## src/rtl/platform_pio_pkg.sv

```systemverilog
// Shared types for the PIO Avalon-MM initiator: command/status codes, FSM states, PIO register map.
package platform_pio_pkg;

  typedef enum logic [1:0] {
    OP_WRITE = 2'b00,
    OP_READ  = 2'b01,
    OP_POLL  = 2'b10,
    OP_RSVD  = 2'b11
  } op_e;

  typedef enum logic [1:0] {
    ST_OK      = 2'b00,
    ST_TIMEOUT = 2'b01,
    ST_BADOP   = 2'b10
  } status_e;

  typedef enum logic [2:0] {
    S_IDLE,
    S_WR,
    S_RD_A,
    S_RD_C,
    S_GAP,
    S_RESP
  } state_e;

  localparam logic [1:0] REG_DATA = 2'd0;
  localparam logic [1:0] REG_DIR  = 2'd1;

endpackage

```

## src/rtl/platform_pio_poll_timer.sv

```systemverilog
// Poll pacing: gap down-counter between reads and saturating read-attempt counter.
// Counters update one cycle after their control strobes; flags are pure decodes of the counters.
module platform_pio_poll_timer #(
  parameter int POLL_GAP = 4,
  parameter int POLL_MAX = 1000
) (
  input  logic clk,
  input  logic reset_n,
  input  logic clr,
  input  logic inc,
  input  logic gap_load,
  input  logic gap_run,
  output logic gap_done,
  output logic last_attempt,
  output logic attempts_exhausted
);

  localparam int CNT_W = $clog2(POLL_MAX + 1);
  localparam int GAP_W = $clog2(POLL_GAP + 1);

  logic [GAP_W-1:0] gap_cnt;
  logic [CNT_W-1:0] attempts;

  // Gap counter is reloaded every time GAP is entered, so GAP lasts exactly POLL_GAP cycles.
  always_ff @(posedge clk or negedge reset_n) begin
    if (!reset_n) begin
      gap_cnt  <= '0;
      attempts <= '0;
    end else begin
      if (gap_load) begin
        gap_cnt <= GAP_W'(POLL_GAP - 1);
      end else if (gap_run && gap_cnt != '0) begin
        gap_cnt <= gap_cnt - 1'b1;
      end

      if (clr) begin
        attempts <= '0;
      end else if (inc && attempts != CNT_W'(POLL_MAX)) begin
        attempts <= attempts + 1'b1;
      end
    end
  end

  assign gap_done           = (gap_cnt == '0);
  // The read being completed now is the final permitted attempt.
  assign last_attempt       = (attempts == CNT_W'(POLL_MAX - 1));
  assign attempts_exhausted = (attempts == CNT_W'(POLL_MAX));

endmodule

```

## src/rtl/platform_pio_master.sv

```systemverilog
// Avalon-MM initiator for the 2-bit PIO slave: WRITE / READ / POLL commands, one outstanding.
// Accept->rsp_valid: WRITE 2, READ 3, BADOP 1 cycles; response held until rsp_ready, cmd_ready only in IDLE.
module platform_pio_master
  import platform_pio_pkg::*;
#(
  parameter int ADDR_W   = 2,
  parameter int DATA_W   = 32,
  parameter int POLL_GAP = 4,
  parameter int POLL_MAX = 1000
) (
  input  logic              clk,
  input  logic              reset_n,
  input  logic              cmd_valid,
  output logic              cmd_ready,
  input  logic [1:0]        cmd_op,
  input  logic [ADDR_W-1:0] cmd_addr,
  input  logic [DATA_W-1:0] cmd_data,
  input  logic [DATA_W-1:0] cmd_mask,
  output logic              rsp_valid,
  input  logic              rsp_ready,
  output logic [DATA_W-1:0] rsp_data,
  output logic [1:0]        rsp_status,
  output logic              busy,
  output logic [ADDR_W-1:0] avm_address,
  output logic              avm_chipselect,
  output logic              avm_write_n,
  output logic [DATA_W-1:0] avm_writedata,
  input  logic [DATA_W-1:0] avm_readdata
);

  state_e            state;
  op_e               op_q;
  logic [DATA_W-1:0] data_q;
  logic [DATA_W-1:0] mask_q;

  logic accept;
  logic poll_rd;
  logic rd_match;
  logic gap_done;
  logic last_attempt;
  logic attempts_exhausted;

  assign accept   = (state == S_IDLE) && cmd_valid;
  assign poll_rd  = (state == S_RD_C) && (op_q == OP_POLL);
  assign rd_match = (((avm_readdata ^ data_q) & mask_q) == '0);

  platform_pio_poll_timer #(
    .POLL_GAP (POLL_GAP),
    .POLL_MAX (POLL_MAX)
  ) u_poll_timer (
    .clk                (clk),
    .reset_n            (reset_n),
    .clr                (accept),
    .inc                (poll_rd),
    .gap_load           (state == S_RD_C),
    .gap_run            (state == S_GAP),
    .gap_done           (gap_done),
    .last_attempt       (last_attempt),
    .attempts_exhausted (attempts_exhausted)
  );

  always_ff @(posedge clk or negedge reset_n) begin
    if (!reset_n) begin
      state          <= S_IDLE;
      op_q           <= OP_WRITE;
      data_q         <= '0;
      mask_q         <= '0;
      cmd_ready      <= 1'b1;
      rsp_valid      <= 1'b0;
      rsp_data       <= '0;
      rsp_status     <= ST_OK;
      busy           <= 1'b0;
      avm_address    <= '0;
      avm_chipselect <= 1'b0;
      avm_write_n    <= 1'b1;
      avm_writedata  <= '0;
    end else begin
      case (state)
        S_IDLE: begin
          if (cmd_valid) begin
            op_q      <= op_e'(cmd_op);
            data_q    <= cmd_data;
            mask_q    <= cmd_mask;
            cmd_ready <= 1'b0;
            busy      <= 1'b1;
            case (op_e'(cmd_op))
              OP_WRITE: begin
                state          <= S_WR;
                avm_address    <= cmd_addr;
                avm_writedata  <= cmd_data;
                avm_chipselect <= 1'b1;
                avm_write_n    <= 1'b0;
              end
              OP_READ, OP_POLL: begin
                state          <= S_RD_A;
                avm_address    <= cmd_addr;
                avm_chipselect <= 1'b1;
              end
              default: begin
                state      <= S_RESP;
                rsp_valid  <= 1'b1;
                rsp_data   <= '0;
                rsp_status <= ST_BADOP;
              end
            endcase
          end
        end

        S_WR: begin
          state          <= S_RESP;
          avm_chipselect <= 1'b0;
          avm_write_n    <= 1'b1;
          rsp_valid      <= 1'b1;
          rsp_data       <= data_q;
          rsp_status     <= ST_OK;
        end

        S_RD_A: begin
          state <= S_RD_C;
        end

        // Slave readdata is valid here; capture it whatever the outcome so a timeout reports the last pins.
        S_RD_C: begin
          avm_chipselect <= 1'b0;
          rsp_data       <= avm_readdata;
          if (op_q != OP_POLL || rd_match) begin
            state      <= S_RESP;
            rsp_valid  <= 1'b1;
            rsp_status <= ST_OK;
          end else if (last_attempt || attempts_exhausted) begin
            state      <= S_RESP;
            rsp_valid  <= 1'b1;
            rsp_status <= ST_TIMEOUT;
          end else begin
            state <= S_GAP;
          end
        end

        S_GAP: begin
          if (gap_done) begin
            state          <= S_RD_A;
            avm_chipselect <= 1'b1;
          end
        end

        S_RESP: begin
          if (rsp_ready) begin
            state     <= S_IDLE;
            rsp_valid <= 1'b0;
            cmd_ready <= 1'b1;
            busy      <= 1'b0;
          end
        end

        default: begin
          state <= S_IDLE;
        end
      endcase
    end
  end

endmodule

```

## config.mk

```make
export PLATFORM = sky130hd
export DESIGN_NAME = platform_pio_master
export DESIGN_NICKNAME = d
export VERILOG_FILES = /design/src/rtl/platform_pio_pkg.sv /design/src/rtl/platform_pio_poll_timer.sv /design/src/rtl/platform_pio_master.sv
export SDC_FILE = /design/constraint.sdc
export NUM_CORES = 1
export LEC_CHECK = 0
export BUFFER_PORTS_ARGS = -buffer_cell sky130_fd_sc_hd__buf_2
export CAP_MARGIN = 15
export CORE_AREA = 2 2 143 145
export CTS_CLUSTER_SIZE = 16
export DETAILED_ROUTE_END_ITERATION = 10
export DIE_AREA = 0 0 145 147
export PLACE_DENSITY = 0.55
export RECOVER_POWER = 50
export SLEW_MARGIN = 20
export SYNTH_ARGS = -nofsm -noshare
export SYNTH_HDL_FRONTEND = slang
export SYNTH_SLANG_ARGS = --single-unit
```

## constraint.sdc

```tcl
create_clock -name clk -period 1.55 [get_ports clk]
set_input_delay 0.31 -clock clk [delete_from_list [all_inputs] [get_ports clk]]
set_output_delay 0.31 -clock clk [all_outputs]
set_load 0.02 [all_outputs]
```

## Word-level counts from Yosys, hierarchy flattened

Index checks and enable logic that the tools add are counted.

| cells by class | value |
|---|---|
| reductions and logical operators | 31 |
| add/subtract/negate cells | 2 |
| bitwise gates (word level) | 2 |
| mux-type cells | 37 |
| equality and inequality tests | 19 |

Operators with widths:

| operator | count |
|---|---|
| $pmux 32 s3 | 1 |
| $mux 32 | 2 |
| $and 32x32->32 | 1 |
| $logic_not 32->1 | 1 |
| $xor 32x32->32 | 1 |
| $eq 10x10->1 const B | 2 |
| $mux 10 | 2 |
| $pmux 3 s6 | 1 |
| $reduce_and 3->1 | 6 |
| $mux 1 | 15 |
| $mux 3 | 5 |
| $ne 2x2->1 const B | 6 |
| $add 10x1->10 const B | 1 |
| $ne 10x10->1 const B | 1 |
| $reduce_bool 3->1 | 3 |
| $mux 2 | 4 |
| $reduce_and 4->1 | 2 |
| $reduce_bool 2->1 | 4 |
| $eq 3x2->1 const B | 2 |
| $eq 3x3->1 const B | 2 |
| $logic_not 3->1 | 2 |
| $pmux 1 s2 | 3 |
| $pmux 2 s3 | 1 |
| $pmux 3 s2 | 1 |
| other kinds (16) | 22 |

| storage, ports and cells | value |
|---|---|
| output and inout bits | 73 |
| word-level logic and storage cells | 106 |
| input port bits | 104 |
| register bits after elaboration | 155 |

## Logic depth before layout (Yosys ltp)

| logic depth | value |
|---|---|
| depth after elaboration | 6 |
| mapped depth | 8 |
| gate-level depth less buffers | 8 |

## Modules after synthesis

From an unflattened synthesis, not the netlist that was laid out.

| unflattened totals | value |
|---|---|
| cells, all modules | 555 |
| area total of the unflattened synthesis | 6927.9 um^2 |

By module, submodules not included:

| module | instances | seq. area each (um^2) | cells an instance | area an instance (um^2) |
|---|---|---|---|---|
| platform_pio_master | 1 | 3555.9 | 471 | 6152.2 |
| platform_pio_poll_timer | 1 | 325.3 | 84 | 775.7 |

## Least setup slack after synthesis

Ideal clock, no wire load.

| timing | value |
|---|---|
| kind | reg2reg |
| start point | register state[1] |
| end point | register data_q[10] |
| data arrival time | 1578 ps |
| stages on the path, launching flop included | 8 |
| buffers on the path | 3 |
| setup time | 125 ps |
| clock period less this slack | 1703 ps |
| setup slack | -153 ps |
| required time | 1425 ps |
| path through | dfrtp_1 buf_2 nor2_1 nand2_1 nor2_4 buf_4 buf_4 mux2_2 |

| between the ends | value |
|---|---|
| word-level cells in the longest chain between the ends | 2 |

Ends and longest elaborated chain:

| element | RTL line | text |
|---|---|---|
| start, declared | platform_pio_master.sv:31 | `state_e state;` |
| start signal, assigned | platform_pio_master.sv:64 | `state <= S_IDLE;` |
| start signal, assigned | platform_pio_master.sv:88 | `state <= S_WR;` |
| start signal, assigned | platform_pio_master.sv:95 | `state <= S_RD_A;` |
| $logic_not 3->1 | platform_pio_master.sv:78 | `case (state)` |
| $reduce_and 2->1 (no line) | n/a |  |
| end signal, assigned | platform_pio_master.sv:82 | `data_q <= cmd_data;` |
| end, declared | platform_pio_master.sv:33 | `logic [DATA_W-1:0] data_q;` |

Every way passes these cells.
A chain may end at the register's enable or synchronous reset.

## Worst setup path after layout

| timing | value |
|---|---|
| start point | register data_q[8] |
| end point | register rsp_valid |

| between the ends | value |
|---|---|
| word-level cells in the longest chain between the ends | 6 |
| elaborated cells between the ends (all ways) | 8 |
| classes of those cells | 1 x eq/ne; 2 x mux; 2 x bitwise; 3 x reduce/logical |

Ends and longest elaborated chain:

| element | RTL line | text |
|---|---|---|
| $xor 32x32->32 (*) | platform_pio_master.sv:45 | `assign rd_match = (((avm_readdata ^ data_q) & mask_q) == '0);` |
| $and 32x32->32 (*) | platform_pio_master.sv:45 |  |
| $logic_not 32->1 (*) | platform_pio_master.sv:45 |  |
| $logic_or 1x1->1 (*) | platform_pio_master.sv:126 | `if (op_q != OP_POLL \|\| rd_match) begin` |
| $ne 3x3->1 (no line) or $mux 1 (tied branches) | n/a |  |
| $reduce_and 5->1 (no line) or $pmux 1 s4 (tied branches) | n/a |  |
| end signal, assigned | platform_pio_master.sv:128 | `rsp_valid <= 1'b1;` |
| end signal, assigned | platform_pio_master.sv:132 | `rsp_valid <= 1'b1;` |
| end signal, assigned | platform_pio_master.sv:149 | `rsp_valid <= 1'b0;` |
| end, declared | platform_pio_master.sv:19 | `output logic rsp_valid,` |

Mark *: on every way between the ends. The rest lies on a longest branch, timed or not.

==> flow_summary.html <==
<table>
<tr><th>Metric</th><th>Value</th></tr>
<tr><th colspan="2">Run status</th></tr>
<tr><td>Status</td><td>complete, but fails checks</td></tr>
<tr><td>Failing checks</td><td>setup timing</td></tr>
<tr><th colspan="2">STA</th></tr>
<tr><td>Endpoints failing setup</td><td>122</td></tr>
<tr><td>Setup WS post-layout</td><td>-0.354 ns</td></tr>
<tr><td>Final total negative setup slack</td><td>-8.78 ns</td></tr>
<tr><td>Maximum clock frequency</td><td>0.525 GHz</td></tr>
<tr><td>Setup repair after global routing missed its margin</td><td>true</td></tr>
<tr><td>Worst slew margin relative to its limit</td><td>36.2%</td></tr>
<tr><td>Worst clock skew</td><td>0.00912 ns</td></tr>
<tr><td>Number of hold violations in the final report</td><td>0</td></tr>
<tr><td>Post-layout min period</td><td>1.90 ns</td></tr>
<tr><td>Share of the clock period used by the worst path after layout</td><td>123%</td></tr>
<tr><td>Transition time at the pin with the least slew margin</td><td>0.957 ns</td></tr>
<tr><td>Max Slew Vio Count</td><td>0</td></tr>
<tr><td>Final Hold Slack</td><td>0.122 ns</td></tr>
<tr><th colspan="2">Clock network</th></tr>
<tr><td>Worst-skew pair later-pin latency</td><td>0.42 ns</td></tr>
<tr><td>Clock input transition at the sequential cells of the worst setup and hold paths</td><td>0.06 ns</td></tr>
<tr><td>Clock tree root buffer cell</td><td>clkbuf_16</td></tr>
<tr><td>H-tree Lvls</td><td>4</td></tr>
<tr><td>Sinks on Clock Net</td><td>155</td></tr>
<tr><td>Clock tree from TritonCTS</td><td>yes</td></tr>
<tr><td>Maximum clock insertion buffer count</td><td>2</td></tr>
<tr><td>Number of buffers created by CTS</td><td>17</td></tr>
<tr><th colspan="2">Yosys</th></tr>
<tr><td>Number of nets produced by synthesis</td><td>634</td></tr>
<tr><td>Most common library cells after synthesis</td><td>153 x dfrtp_1, 94 x mux2_2, 46 x inv_1</td></tr>
<tr><td>Number of enable-type register cells in the synthesized netlist</td><td>0</td></tr>
<tr><td>Warnings from Yosys</td><td>0</td></tr>
<tr><td>Per-instance average area after synthesis</td><td>12.9 sq um</td></tr>
<tr><td>Basic-gate share of the synthesized area counting and, or, nand and nor cells</td><td>5.57%</td></tr>
<tr><td>Mux cell area share after synthesis</td><td>16.5%</td></tr>
<tr><td>Post-synthesis instance area</td><td>6770 sq um</td></tr>
<tr><td>Unique cell type count in the Yosys netlist</td><td>44</td></tr>
<tr><td>Library cell with the largest summed area after synthesis</td><td>dfrtp_1</td></tr>
<tr><td>Sequential element share of the synthesized area</td><td>57.4%</td></tr>
<tr><td>Top cells by area, synth</td><td>dfrtp_1 57%, mux2_2 16%, xor2_1 4.8%</td></tr>
<tr><td>Primary FF master, synth</td><td>dfrtp_1</td></tr>
<tr><td>Most numerous cell in the Yosys netlist</td><td>dfrtp_1</td></tr>
<tr><td>Gate count after technology mapping</td><td>524</td></tr>
<tr><td>Dominant combinational cell family by area after synthesis</td><td>multiplexers</td></tr>
<tr><td>Synth Area in XOR/XNOR</td><td>5.18%</td></tr>
<tr><td>Share of the synthesized area in the top cell type</td><td>56.6%</td></tr>
<tr><td>Async S/R FF share, synth</td><td>100%</td></tr>
<tr><td>Synth Register Bits</td><td>155</td></tr>
<tr><td>Adder-cell area share of the yosys netlist</td><td>1.11%</td></tr>
<tr><td>Synthesized-area fraction occupied by ao, oa, aoi and oai cells</td><td>9.63%</td></tr>
<tr><th colspan="2">Die</th></tr>
<tr><td>Count of pins on the block boundary</td><td>177</td></tr>
<tr><td>Starting density of the core</td><td>34.1%</td></tr>
<tr><td>Placeable Area</td><td>19,800 sq um</td></tr>
<tr><td>Y dimension of the die</td><td>147 um</td></tr>
<tr><td>Area of the die</td><td>21,300 sq um</td></tr>
<tr><td>Die boundary width</td><td>145 um</td></tr>
<tr><td>Core Rows</td><td>52</td></tr>
<tr><th colspan="2">Global routing</th></tr>
<tr><td>GR Util All Layers</td><td>18.0%</td></tr>
<tr><td>Vias in the first global route</td><td>5,445</td></tr>
<tr><td>Gr ovfl total</td><td>0</td></tr>
<tr><td>Maximum number of pins on one net before global-route repair</td><td>44</td></tr>
<tr><td>Wire length of the first global-routing pass</td><td>29.7 mm</td></tr>
<tr><td>Initial antenna violation count</td><td>1</td></tr>
<tr><th colspan="2">Worst setup path</th></tr>
<tr><td>FF-to-FF Start</td><td>data_q[8]</td></tr>
<tr><td>Maximum fanout along the worst path</td><td>3</td></tr>
<tr><td>CP Launch Type</td><td>flop</td></tr>
<tr><td>Data arrival time at the worst-slack endpoint</td><td>2.23 ns</td></tr>
<tr><td>Category of the worst setup path capture point</td><td>flop</td></tr>
<tr><td>Register-to-register setup slack</td><td>-0.35 ns</td></tr>
<tr><td>Worst Reg2Reg Path Length in Cells</td><td>8</td></tr>
<tr><td>Required @ worst endpoint</td><td>1.88 ns</td></tr>
<tr><td>Crit Path Category</td><td>reg2reg</td></tr>
<tr><td>Worst setup path startpoint</td><td>data_q[8]</td></tr>
<tr><td>Critical register-to-register path endpoint</td><td>rsp_valid</td></tr>
<tr><th colspan="2">Finish</th></tr>
<tr><td>Count of fill cells added during filler insertion</td><td>1,821</td></tr>
<tr><td>Total area of multi-input combinational cells</td><td>2980 sq um</td></tr>
<tr><td>Antenna cell count</td><td>0</td></tr>
<tr><td>Layout cells sized above 1</td><td>55.1%</td></tr>
<tr><td>Final nets</td><td>897</td></tr>
<tr><td>Post-layout utilization of the core</td><td>50.0%</td></tr>
<tr><td>Final instance count without filler cells</td><td>1,068</td></tr>
<tr><td>Footprint of the flip-flops and latches</td><td>3880 sq um</td></tr>
<tr><td>Area growth from synthesis to layout</td><td>46.6%</td></tr>
<tr><th colspan="2">Detailed routing</th></tr>
<tr><td>Routed WL per cell</td><td>19.0 um</td></tr>
<tr><td>Met3 Routed Length</td><td>1.06 mm</td></tr>
<tr><td>Highest routed metal layer</td><td>met5</td></tr>
<tr><td>Wire length the detailed router placed on met1</td><td>8.71 mm</td></tr>
<tr><td>Post-route antenna net violation count</td><td>0</td></tr>
<tr><td>Number of DRC violations after detailed-routing iteration 0</td><td>284</td></tr>
<tr><td>DRC errors left</td><td>0</td></tr>
<tr><td>Number of vias per cell</td><td>4.93</td></tr>
<tr><td>Pre-antenna DRT Iters</td><td>5</td></tr>
<tr><td>Total via count in the routed design</td><td>5,260</td></tr>
<tr><td>Met2 wire len</td><td>10.2 mm</td></tr>
<tr><td>Final WL</td><td>20.3 mm</td></tr>
<tr><th colspan="2">Flow run</th></tr>
<tr><td>Max_cap viols</td><td>0</td></tr>
<tr><th colspan="2">Placement</th></tr>
<tr><td>Detailed-placement wirelength estimate</td><td>13.4 mm</td></tr>
<tr><td>Global placer's final weighted congestion</td><td>0.817</td></tr>
<tr><td>Inst Count DP</td><td>1,015</td></tr>
<tr><td>Port Buffer Count</td><td>176</td></tr>
<tr><th colspan="2">Min path</th></tr>
<tr><td>Hold/Removal Path Class</td><td>in2reg</td></tr>
<tr><td>Hold Crit Start</td><td>cmd_mask[29]</td></tr>
<tr><td>Cells on Worst Hold Path</td><td>2</td></tr>
<tr><td>Endpoint of the worst hold-timing path</td><td>mask_q[29]</td></tr>
<tr><th colspan="2">Power and ir drop</th></tr>
<tr><td>Power per cell area</td><td>2140 nW/um^2</td></tr>
<tr><td>Peak supply drop</td><td>0.000876 V</td></tr>
<tr><td>Leakage component of the power</td><td>0.00499 uW</td></tr>
</table>
## kinds of logic after synthesis
| kind of cell | after synthesis |
|---|---|
| AO/OA/AOI/OAI | 80 |
| XOR/XNOR | 40 |
| adder cells (fa/ha/maj) | 6 |
| buffers and inverters | 73 |
| flip-flops | 155 |
| multiplexers | 99 |
| AND/OR/NAND/NOR | 71 |
## state kept, by name, summed over array words and instances (netlist names)
| register | flops |
|---|---|
| rsp_status | 2 |
| u_poll_timer.gap_cnt | 3 |
| data_q | 32 |
| avm_write_n | 1 |
| state | 3 |
| rsp_valid | 1 |
| avm_address | 2 |
| cmd_ready | 1 |
| busy | 1 |
| op_q | 2 |
| rsp_data | 32 |
| avm_chipselect | 1 |
| avm_writedata | 32 |
| u_poll_timer.attempts | 10 |
| mask_q | 32 |
## layout by cell type, fill, tap and decap left out, types with 3 or more instances in the layout
cell | synthesis | routed
nor2_4 | 1 | 5
xnor2_1 | 3 | 3
buf_12 | 0 | 11
a222oi_1 | 32 | 32
a21oi_1 | 9 | 6
o21ai_0 | 8 | 7
dfrtp_1 | 153 | 151
inv_1 | 46 | 44
mux2_4 | 0 | 69
nor2_2 | 3 | 7
nor3_1 | 5 | 3
a22oi_2 | 0 | 3
clkinvlp_4 | 0 | 4
a21o_1 | 3 | 3
clkbuf_8 | 0 | 3
buf_4 | 5 | 61
nor2_1 | 21 | 13
clkbuf_16 | 0 | 23
nand4_1 | 6 | 6
nor2b_1 | 5 | 3
xor2_1 | 37 | 37
buf_16 | 0 | 4
nand2_1 | 15 | 14
mux2_2 | 94 | 30
ha_1 | 6 | 4
buf_2 | 13 | 175
buf_6 | 1 | 8
a22oi_1 | 17 | 14
## timing repair
action                                  4_1_cts  5_1_grt
gates cloned                                  4        7
gates resized for setup                      18      101
hold buffers                                  1        0
pin swaps                                    15       10
buffers inserted                              5        7
endpoints found under the setup margin      149      149
hold endpoints to repair                     28        0
## area by class of cell
type | count | share of cell area [%]
tap | 270 | 3.41
sequential | 155 | 39.2
timing repair buffer | 271 | 19.7
multi-input combinational | 296 | 30.1
clock inverter | 10 | 1.19
clock buffer | 20 | 4.71
inverter | 46 | 1.74
## where the power goes
part,total (uW),internal [uW],switching (uW)
clock,4140,2480,1650
combinational,9930,5180,4750
sequential,7130,5950,1180
## critical path, cell delays in order, from the launching register on
cell and delay, ns:
dfrtp_1 0.40, xor2_1 0.16, a22oi_1 0.18, buf_4 0.15
nand4_1 0.15, nor4_2 0.34, buf_4 0.19, nor2_2 0.04
a221oi_2 0.20
## layer usage
metal	vias up	track usage (%)
li1	2409	-
met1	2671	22.2
met2	153	30.8
met3	25	4.66
met4	2	5.94
met5	-	0
## worst max path at each step
stage                                     endpoint  slack (ns)
after global routing                     rsp_valid       -0.45
after global placement                   rsp_valid       -0.52
after detailed placement                 rsp_valid       -0.51
after CTS                                rsp_valid       -0.34
after floorplan           u_poll_timer.attempts[8]       -0.06
final                                    rsp_valid       -0.35
## metrics by stage
step	worst slack, ns	power, uW	cell area [sq um]
finish	-0.354	21200	9920
detailed placement	-0.509	15500	8560
global route	-0.446	22400	9920
floorplan	-0.0650	12100	6880
global placement	-0.517	15200	8560
CTS	-0.344	20200	9370
(Power assumes the default switching activity.)
